File: src/rtl/spi_xfer_pkg.sv
// Shared state encoding and default timing for the SPI burst controller.
package spi_xfer_pkg;

  localparam int MAX_LEN_DEF  = 16;
  localparam int CS_SETUP_DEF = 4;
  localparam int CS_HOLD_DEF  = 4;
  localparam int CS_GAP_DEF   = 8;

  typedef enum logic [2:0] {
    IDLE, SETUP, REQ, WAIT_ACK, GAP1, HOLD, DESEL, DONE
  } xfer_state_e;

endpackage

File: src/rtl/spi_byte_ram.sv
// Small register-file buffer: synchronous write, asynchronous read, no reset.
module spi_byte_ram #(
  parameter int DEPTH = 16,
  parameter int WIDTH = 8,
  localparam int AW   = $clog2(DEPTH)
) (
  input  logic             clk,
  input  logic             we,
  input  logic [AW-1:0]    waddr,
  input  logic [WIDTH-1:0] wdata,
  input  logic [AW-1:0]    raddr,
  output logic [WIDTH-1:0] rdata
);

  logic [WIDTH-1:0] mem [DEPTH];

  always_ff @(posedge clk)
    if (we) mem[waddr] <= wdata;

  assign rdata = mem[raddr];

endmodule

File: src/rtl/spi_xfer_ctrl.sv
// Burst sequencer for an external SPI byte engine: frames CS, issues one
// byte request at a time from a TX buffer and captures replies into an RX buffer.
module spi_xfer_ctrl
  import spi_xfer_pkg::*;
#(
  parameter int MAX_LEN  = MAX_LEN_DEF,
  parameter int CS_SETUP = CS_SETUP_DEF,
  parameter int CS_HOLD  = CS_HOLD_DEF,
  parameter int CS_GAP   = CS_GAP_DEF
) (
  input  logic        sys_clk,
  input  logic        sys_rst,
  input  logic        start,
  input  logic [4:0]  len,
  input  logic [15:0] clk_div_cfg,
  input  logic        tx_we,
  input  logic [3:0]  tx_addr,
  input  logic [7:0]  tx_wdata,
  input  logic [3:0]  rx_addr,
  output logic [7:0]  rx_rdata,
  output logic        busy,
  output logic        done,
  output logic        err,
  output logic        cs_ctrl,
  output logic [15:0] clk_div_val,
  output logic        wr_req,
  output logic [7:0]  data_tx,
  input  logic        wr_ack,
  input  logic [7:0]  data_rx
);

  localparam logic [4:0] MAX_LEN_W = 5'(MAX_LEN);

  xfer_state_e state, state_nxt;
  logic [15:0] cnt;
  logic [3:0]  byte_idx;
  logic [4:0]  len_q;
  logic [7:0]  tx_rd;
  logic        len_ok, last_byte, ack_hit;

  assign len_ok    = (len != 5'd0) && (len <= MAX_LEN_W);
  assign ack_hit   = (state == WAIT_ACK) && wr_ack;
  assign last_byte = ({1'b0, byte_idx} == (len_q - 5'd1));

  assign busy   = (state != IDLE);
  assign wr_req = (state == REQ);
  assign done   = (state == DONE);

  // Counter holds (cycles remaining - 1) of the timed phase being entered.
  function automatic logic [15:0] phase_len(xfer_state_e s);
    case (s)
      SETUP:   phase_len = 16'(CS_SETUP - 1);
      HOLD:    phase_len = 16'(CS_HOLD - 1);
      DESEL:   phase_len = 16'(CS_GAP - 1);
      default: phase_len = 16'd0;
    endcase
  endfunction

  always_comb begin
    state_nxt = state;
    case (state)
      IDLE:     if (start && len_ok) state_nxt = SETUP;
      SETUP:    if (cnt == 16'd0) state_nxt = REQ;
      REQ:      state_nxt = WAIT_ACK;
      WAIT_ACK: if (wr_ack) state_nxt = last_byte ? HOLD : GAP1;
      GAP1:     state_nxt = REQ;
      HOLD:     if (cnt == 16'd0) state_nxt = DESEL;
      DESEL:    if (cnt == 16'd0) state_nxt = DONE;
      DONE:     state_nxt = IDLE;
      default:  state_nxt = IDLE;
    endcase
  end

  always_ff @(posedge sys_clk or posedge sys_rst) begin
    if (sys_rst) begin
      state       <= IDLE;
      cnt         <= 16'd0;
      byte_idx    <= 4'd0;
      len_q       <= 5'd0;
      clk_div_val <= 16'd0;
      cs_ctrl     <= 1'b1;
      err         <= 1'b0;
      data_tx     <= 8'd0;
    end else begin
      state <= state_nxt;
      err   <= (state == IDLE) && start && !len_ok;

      if (state_nxt != state)   cnt <= phase_len(state_nxt);
      else if (cnt != 16'd0)    cnt <= cnt - 16'd1;

      if (state == IDLE && state_nxt == SETUP) begin
        len_q       <= len;
        clk_div_val <= clk_div_cfg;
        byte_idx    <= 4'd0;
        cs_ctrl     <= 1'b0;
      end

      if (ack_hit && !last_byte) byte_idx <= byte_idx + 4'd1;
      if (state == HOLD && state_nxt == DESEL) cs_ctrl <= 1'b1;

      // TX buffer is frozen while busy, so the byte loaded here stays valid until its ack.
      if (state_nxt == REQ && state != REQ) data_tx <= tx_rd;
    end
  end

  spi_byte_ram #(.DEPTH(16), .WIDTH(8)) u_tx_ram (
    .clk   (sys_clk),
    .we    (tx_we && !busy),
    .waddr (tx_addr),
    .wdata (tx_wdata),
    .raddr (byte_idx),
    .rdata (tx_rd)
  );

  spi_byte_ram #(.DEPTH(16), .WIDTH(8)) u_rx_ram (
    .clk   (sys_clk),
    .we    (ack_hit),
    .waddr (byte_idx),
    .wdata (data_rx),
    .raddr (rx_addr),
    .rdata (rx_rdata)
  );

endmodule

File: config.mk
export PLATFORM = sky130hd
export DESIGN_NAME = spi_xfer_ctrl
export DESIGN_NICKNAME = d
export VERILOG_FILES = /design/src/rtl/spi_xfer_pkg.sv /design/src/rtl/spi_byte_ram.sv /design/src/rtl/spi_xfer_ctrl.sv
export SDC_FILE = /design/constraint.sdc
export NUM_CORES = 1
export LEC_CHECK = 0
export BUFFER_PORTS_ARGS = -buffer_cell sky130_fd_sc_hd__buf_2
export CELL_PAD_IN_SITES_DETAIL_PLACEMENT = 0
export CELL_PAD_IN_SITES_GLOBAL_PLACEMENT = 2
export CORE_ASPECT_RATIO = 1.2
export CORE_MARGIN = 2
export CORE_UTILIZATION = 35
export DETAILED_ROUTE_END_ITERATION = 8
export PLACE_DENSITY_LB_ADDON = 0.1
export SLEW_MARGIN = 20
export SYNTH_ARGS = -nofsm -noshare
export SYNTH_HDL_FRONTEND = slang
export SYNTH_SLANG_ARGS = --single-unit
File: constraint.sdc
create_clock -name sys_clk -period 2.25 [get_ports sys_clk]
set_input_delay 0.1125 -clock sys_clk [delete_from_list [all_inputs] [get_ports sys_clk]]
set_output_delay 0.1125 -clock sys_clk [all_outputs]
set_load 0.03 [all_outputs]
==> impl_metrics.sql <==
INSERT INTO impl_metrics (metric_group, metric, value, unit) VALUES
('run_status', 'outcome', 'finished clean', ''),
('timing', 'finalHoldViolations', '0', ''),
('setup_path', 'r2r_setup_slack', '0.09', 'ns'),
('global_routing', 'groute.usage.overall', '0.153', ''),
('setup_path', 'critPathBufInv', '1', ''),
('floorplanning', 'initial_utilization', '0.355', ''),
('setup_path', 'critical_path.slowest_cell', 'sky130_fd_sc_hd__mux4_2', ''),
('setup_path', 'worst_path_largest_cell_delay', '0.50', 'ns'),
('yosys', 'synth.yosys.seq_area_share', '0.727', ''),
('cts', 'cts_buffer_depth', '3', ''),
('setup_path', 'cp-end-kind', 'output port', ''),
('yosys', 'synthCells', '638', ''),
('power', 'post-layout-total-power', '15.6', 'mW'),
('yosys', 'yosysUniqueCellTypes', '46', ''),
('placement', 'dp.cells', '1223', ''),
('yosys', 'post_synth_most_frequent_cells', 'sky130_fd_sc_hd__edfxtp_1, sky130_fd_sc_hd__mux4_2, sky130_fd_sc_hd__dfrtp_1, sky130_fd_sc_hd__nor2_1, sky130_fd_sc_hd__mux2_2', ''),
('yosys', 'synth_top_area_share', '0.619', ''),
('power', 'power.static_leakage', '5.47', 'nW'),
('floorplanning', 'num_rows', '75', ''),
('power', 'ir_drop_worst_vdd', '0.000626', 'V'),
('min_path', 'hold_path_class', 'in -> reg', ''),
('power', 'power.sequential.fraction', '0.439', ''),
('detailed_routing', 'routed_wl', '28.2', 'mm'),
('cts', 'cts_tree', 'built', ''),
('placement', 'placement.setup.worst_slack', '-0.0139', 'ns'),
('cts', 'clock-sinks', '310', ''),
('setup_path', 'crit_family', 'multiplexers', ''),
('cts', 'worst_setup_hold_path_clk_slew', '0.06', 'ns'),
('yosys', 'number_of_synthesized_register_bits', '310', ''),
('cells_and_area', 'fraction_of_final_layout_cells_with_drive_strength_greater_than_1', '0.378', ''),
('timing', 'setup_clock_skew_after_layout', '0.0169', 'ns'),
('detailed_routing', 'post_drt_via_cell_ratio', '4.95', ''),
('cells_and_area', 'instances_no_fill', '1330', ''),
('cts', 'cts-buffers-inserted', '34', ''),
('setup_path', 'worst_r2r_path_depth', '7', ''),
('yosys', 'synth.most_common_cell', 'sky130_fd_sc_hd__edfxtp_1', ''),
('global_routing', 'initial_antenna_violation_count', '0', ''),
('cells_and_area', 'area.growth.synth_to_final', '24.1', '%'),
('yosys', 'synth_largest_area_cell', 'sky130_fd_sc_hd__edfxtp_1', ''),
('detailed_routing', 'drc_violation_count_after_routing', '0', ''),
('setup_path', 'cp_max_fo', '1', ''),
('setup_path', 'crit_chain', 'mux4_2 > mux4_2 > buf_2', ''),
('timing', 'worst_slew_pin_slew', '0.499', 'ns'),
('timing', 'final-setup-viol-count', '0', ''),
('cts', 'cts-htree-levels', '2', ''),
('job', 'maxCapViolations', '0', ''),
('cells_and_area', 'ff_latch_area', '0.00904', 'mm^2'),
('placement', 'buffer_ports.inserted', '86', ''),
('timing', 'worst_hold_slack', '0.0173', 'ns'),
('setup_path', 'worst-endpoint-required', '2.14', 'ns'),
('yosys', 'synth_async_sr_flop_share', '0.174', ''),
('global_routing', 'grtUsageMet1', '0.182', ''),
('timing', 'finalMaxSlewViolations', '0', ''),
('timing', 'period_needed', '2.17', 'ns'),
('setup_path', 'worstSetupEndpoint', 'rx_rdata[5]', ''),
('global_routing', 'largest_net_degree_at_the_start_of_global_routing', '39', ''),
('timing', 'slew_headroom', '0.665', ''),
('floorplanning', 'die-height', '210', 'um'),
('detailed_routing', 'num_vias', '6588', ''),
('setup_path', 'path_class', 'reg -> out', ''),
('cells_and_area', 'design.final.nets', '899', ''),
('global_routing', 'grt_pass1_wl', '42.3', 'mm'),
('floorplanning', 'io_pins', '87', ''),
('detailed_routing', 'detailedRoute.firstIterationViolations', '327', ''),
('power', 'netSwitchingPower', '4.37', 'mW'),
('setup_path', 'crit_path_frequent_cell', 'sky130_fd_sc_hd__mux4_2', ''),
('setup_path', 'worstReg2RegEnd', 'data_tx[3]', ''),
('cells_and_area', 'final_core_util', '0.441', ''),
('power', 'cell_internal_pwr', '11.2', 'mW'),
('placement', 'place.detailed.hpwl', '18.5', 'mm'),
('power', 'combPwrFrac', '0.222', '');
## per-stage QoR
| stage | setup TNS, ns | instance area (um^2) |
|---|---|---|
| after global placement | 0 | 13900 |
| after floorplan | 0 | 12400 |
| final | 0 | 15400 |
| after detailed placement | -0.0415 | 13900 |
| after global routing | 0 | 15400 |
| after CTS | 0 | 15300 |
## layout by cell type (no fill, tap or decap), drive strengths merged, types with 2 or more instances in the layout
| cell | instances |
|---|---|
| edfxtp | 256 |
| buf | 155 |
| mux4 | 80 |
| dfrtp | 53 |
| nor2 | 41 |
| dlygate4sd3 | 40 |
| clkbuf | 39 |
| mux2 | 29 |
| nor3 | 19 |
| clkinv | 19 |
| inv | 17 |
| nand2 | 16 |
| xnor2 | 13 |
| a21oi | 13 |
| o21ai | 11 |
| nand2b | 7 |
| nand3 | 7 |
| or3 | 7 |
| ha | 6 |
| nor4 | 5 |
| nor2b | 3 |
| o211ai | 3 |
| xor2 | 3 |
| nand3b | 2 |
| nand4b | 2 |
| o31ai | 2 |
| nand4 | 2 |
| mux2i | 2 |
| bufinv | 2 |
| or2 | 2 |
## flip-flops by register name, summed over array words and instances, names as in the netlist, 3 cells and up
name and count:
u_tx_ram.mem 128, byte_idx 4, clk_div_val 16, u_rx_ram.mem 128, cnt 16, len_q 5, state 3, data_tx 8
## worst min-delay path by stage
stage                            from                  end  slack (ns)  cells after the start
final                     tx_wdata[7]  u_tx_ram.mem[13][7]        0.02                      1
after global routing      tx_wdata[7]  u_tx_ram.mem[12][7]        0.02                      1
after global placement        sys_rst       clk_div_val[3]        0.14                      2
after detailed placement      sys_rst       clk_div_val[3]        0.15                      2
after floorplan            data_rx[0]   u_rx_ram.mem[0][0]        0.21                      0
after CTS                 tx_wdata[7]  u_tx_ram.mem[13][7]       0.002                      1
## cell families after synthesis
group                      count (synthesis)  share of synthesized area
DFF                                      310                      0.727
and+or+nand+nor                          117                     0.0506
muxes                                    111                      0.173
buffers and inverters                     42                     0.0143
AOI/OAI and AO/OA                         36                     0.0175
xor gates and xnor gates                  16                     0.0113
adders and majority gates                  6                    0.00604
## cell type report
type	instances	area share
Sequential cell	310	0.586
Clock inverter	23	0.0109
Timing Repair Buffer	196	0.0946
Tap cell	462	0.0375
Clock buffer	38	0.0575
Multi-Input combinational cell	286	0.210
Inverter	15	0.00365
## routing by layer
layer	vias up	wire length [um]
met2	113	15500
met4	0	560
met1	3471	11100
met5	-	0
li1	2969	-
met3	35	968
## worst register-to-register path: stages, from the launching register on
cell and delay (ns):
sky130_fd_sc_hd__dfrtp_1 0.37, sky130_fd_sc_hd__or4_4 0.55, sky130_fd_sc_hd__or2_4 0.28, sky130_fd_sc_hd__nor3_4 0.17, sky130_fd_sc_hd__a21oi_2 0.10, sky130_fd_sc_hd__nor2_4 0.11
sky130_fd_sc_hd__buf_12 0.13, sky130_fd_sc_hd__mux2_2 0.34
## power by group through the flow
stage / Combinational [mW] / Clock (mW) / Sequential [mW]
after global placement: 3.20 / 0 / 6.97
after CTS: 3.36 / 5.46 / 6.86
final: 3.47 / 5.28 / 6.86
after floorplan: 1.93 / 0 / 7.20
after global routing: 3.80 / 5.69 / 6.91
after detailed placement: 3.26 / 0 / 6.98
## repair_timing
item | 4_1_cts | 5_1_grt
cloned | 0 | 1
pin swaps | 1 | 12
setup endpoints to repair | 8 | 25
hold buffers | 40 | 0
buffers inserted | 1 | 4
hold endpoints to repair | 271 | 0
gates resized for setup | 0 | 16
No activity file was read; power rests on OpenSTA's default activity.
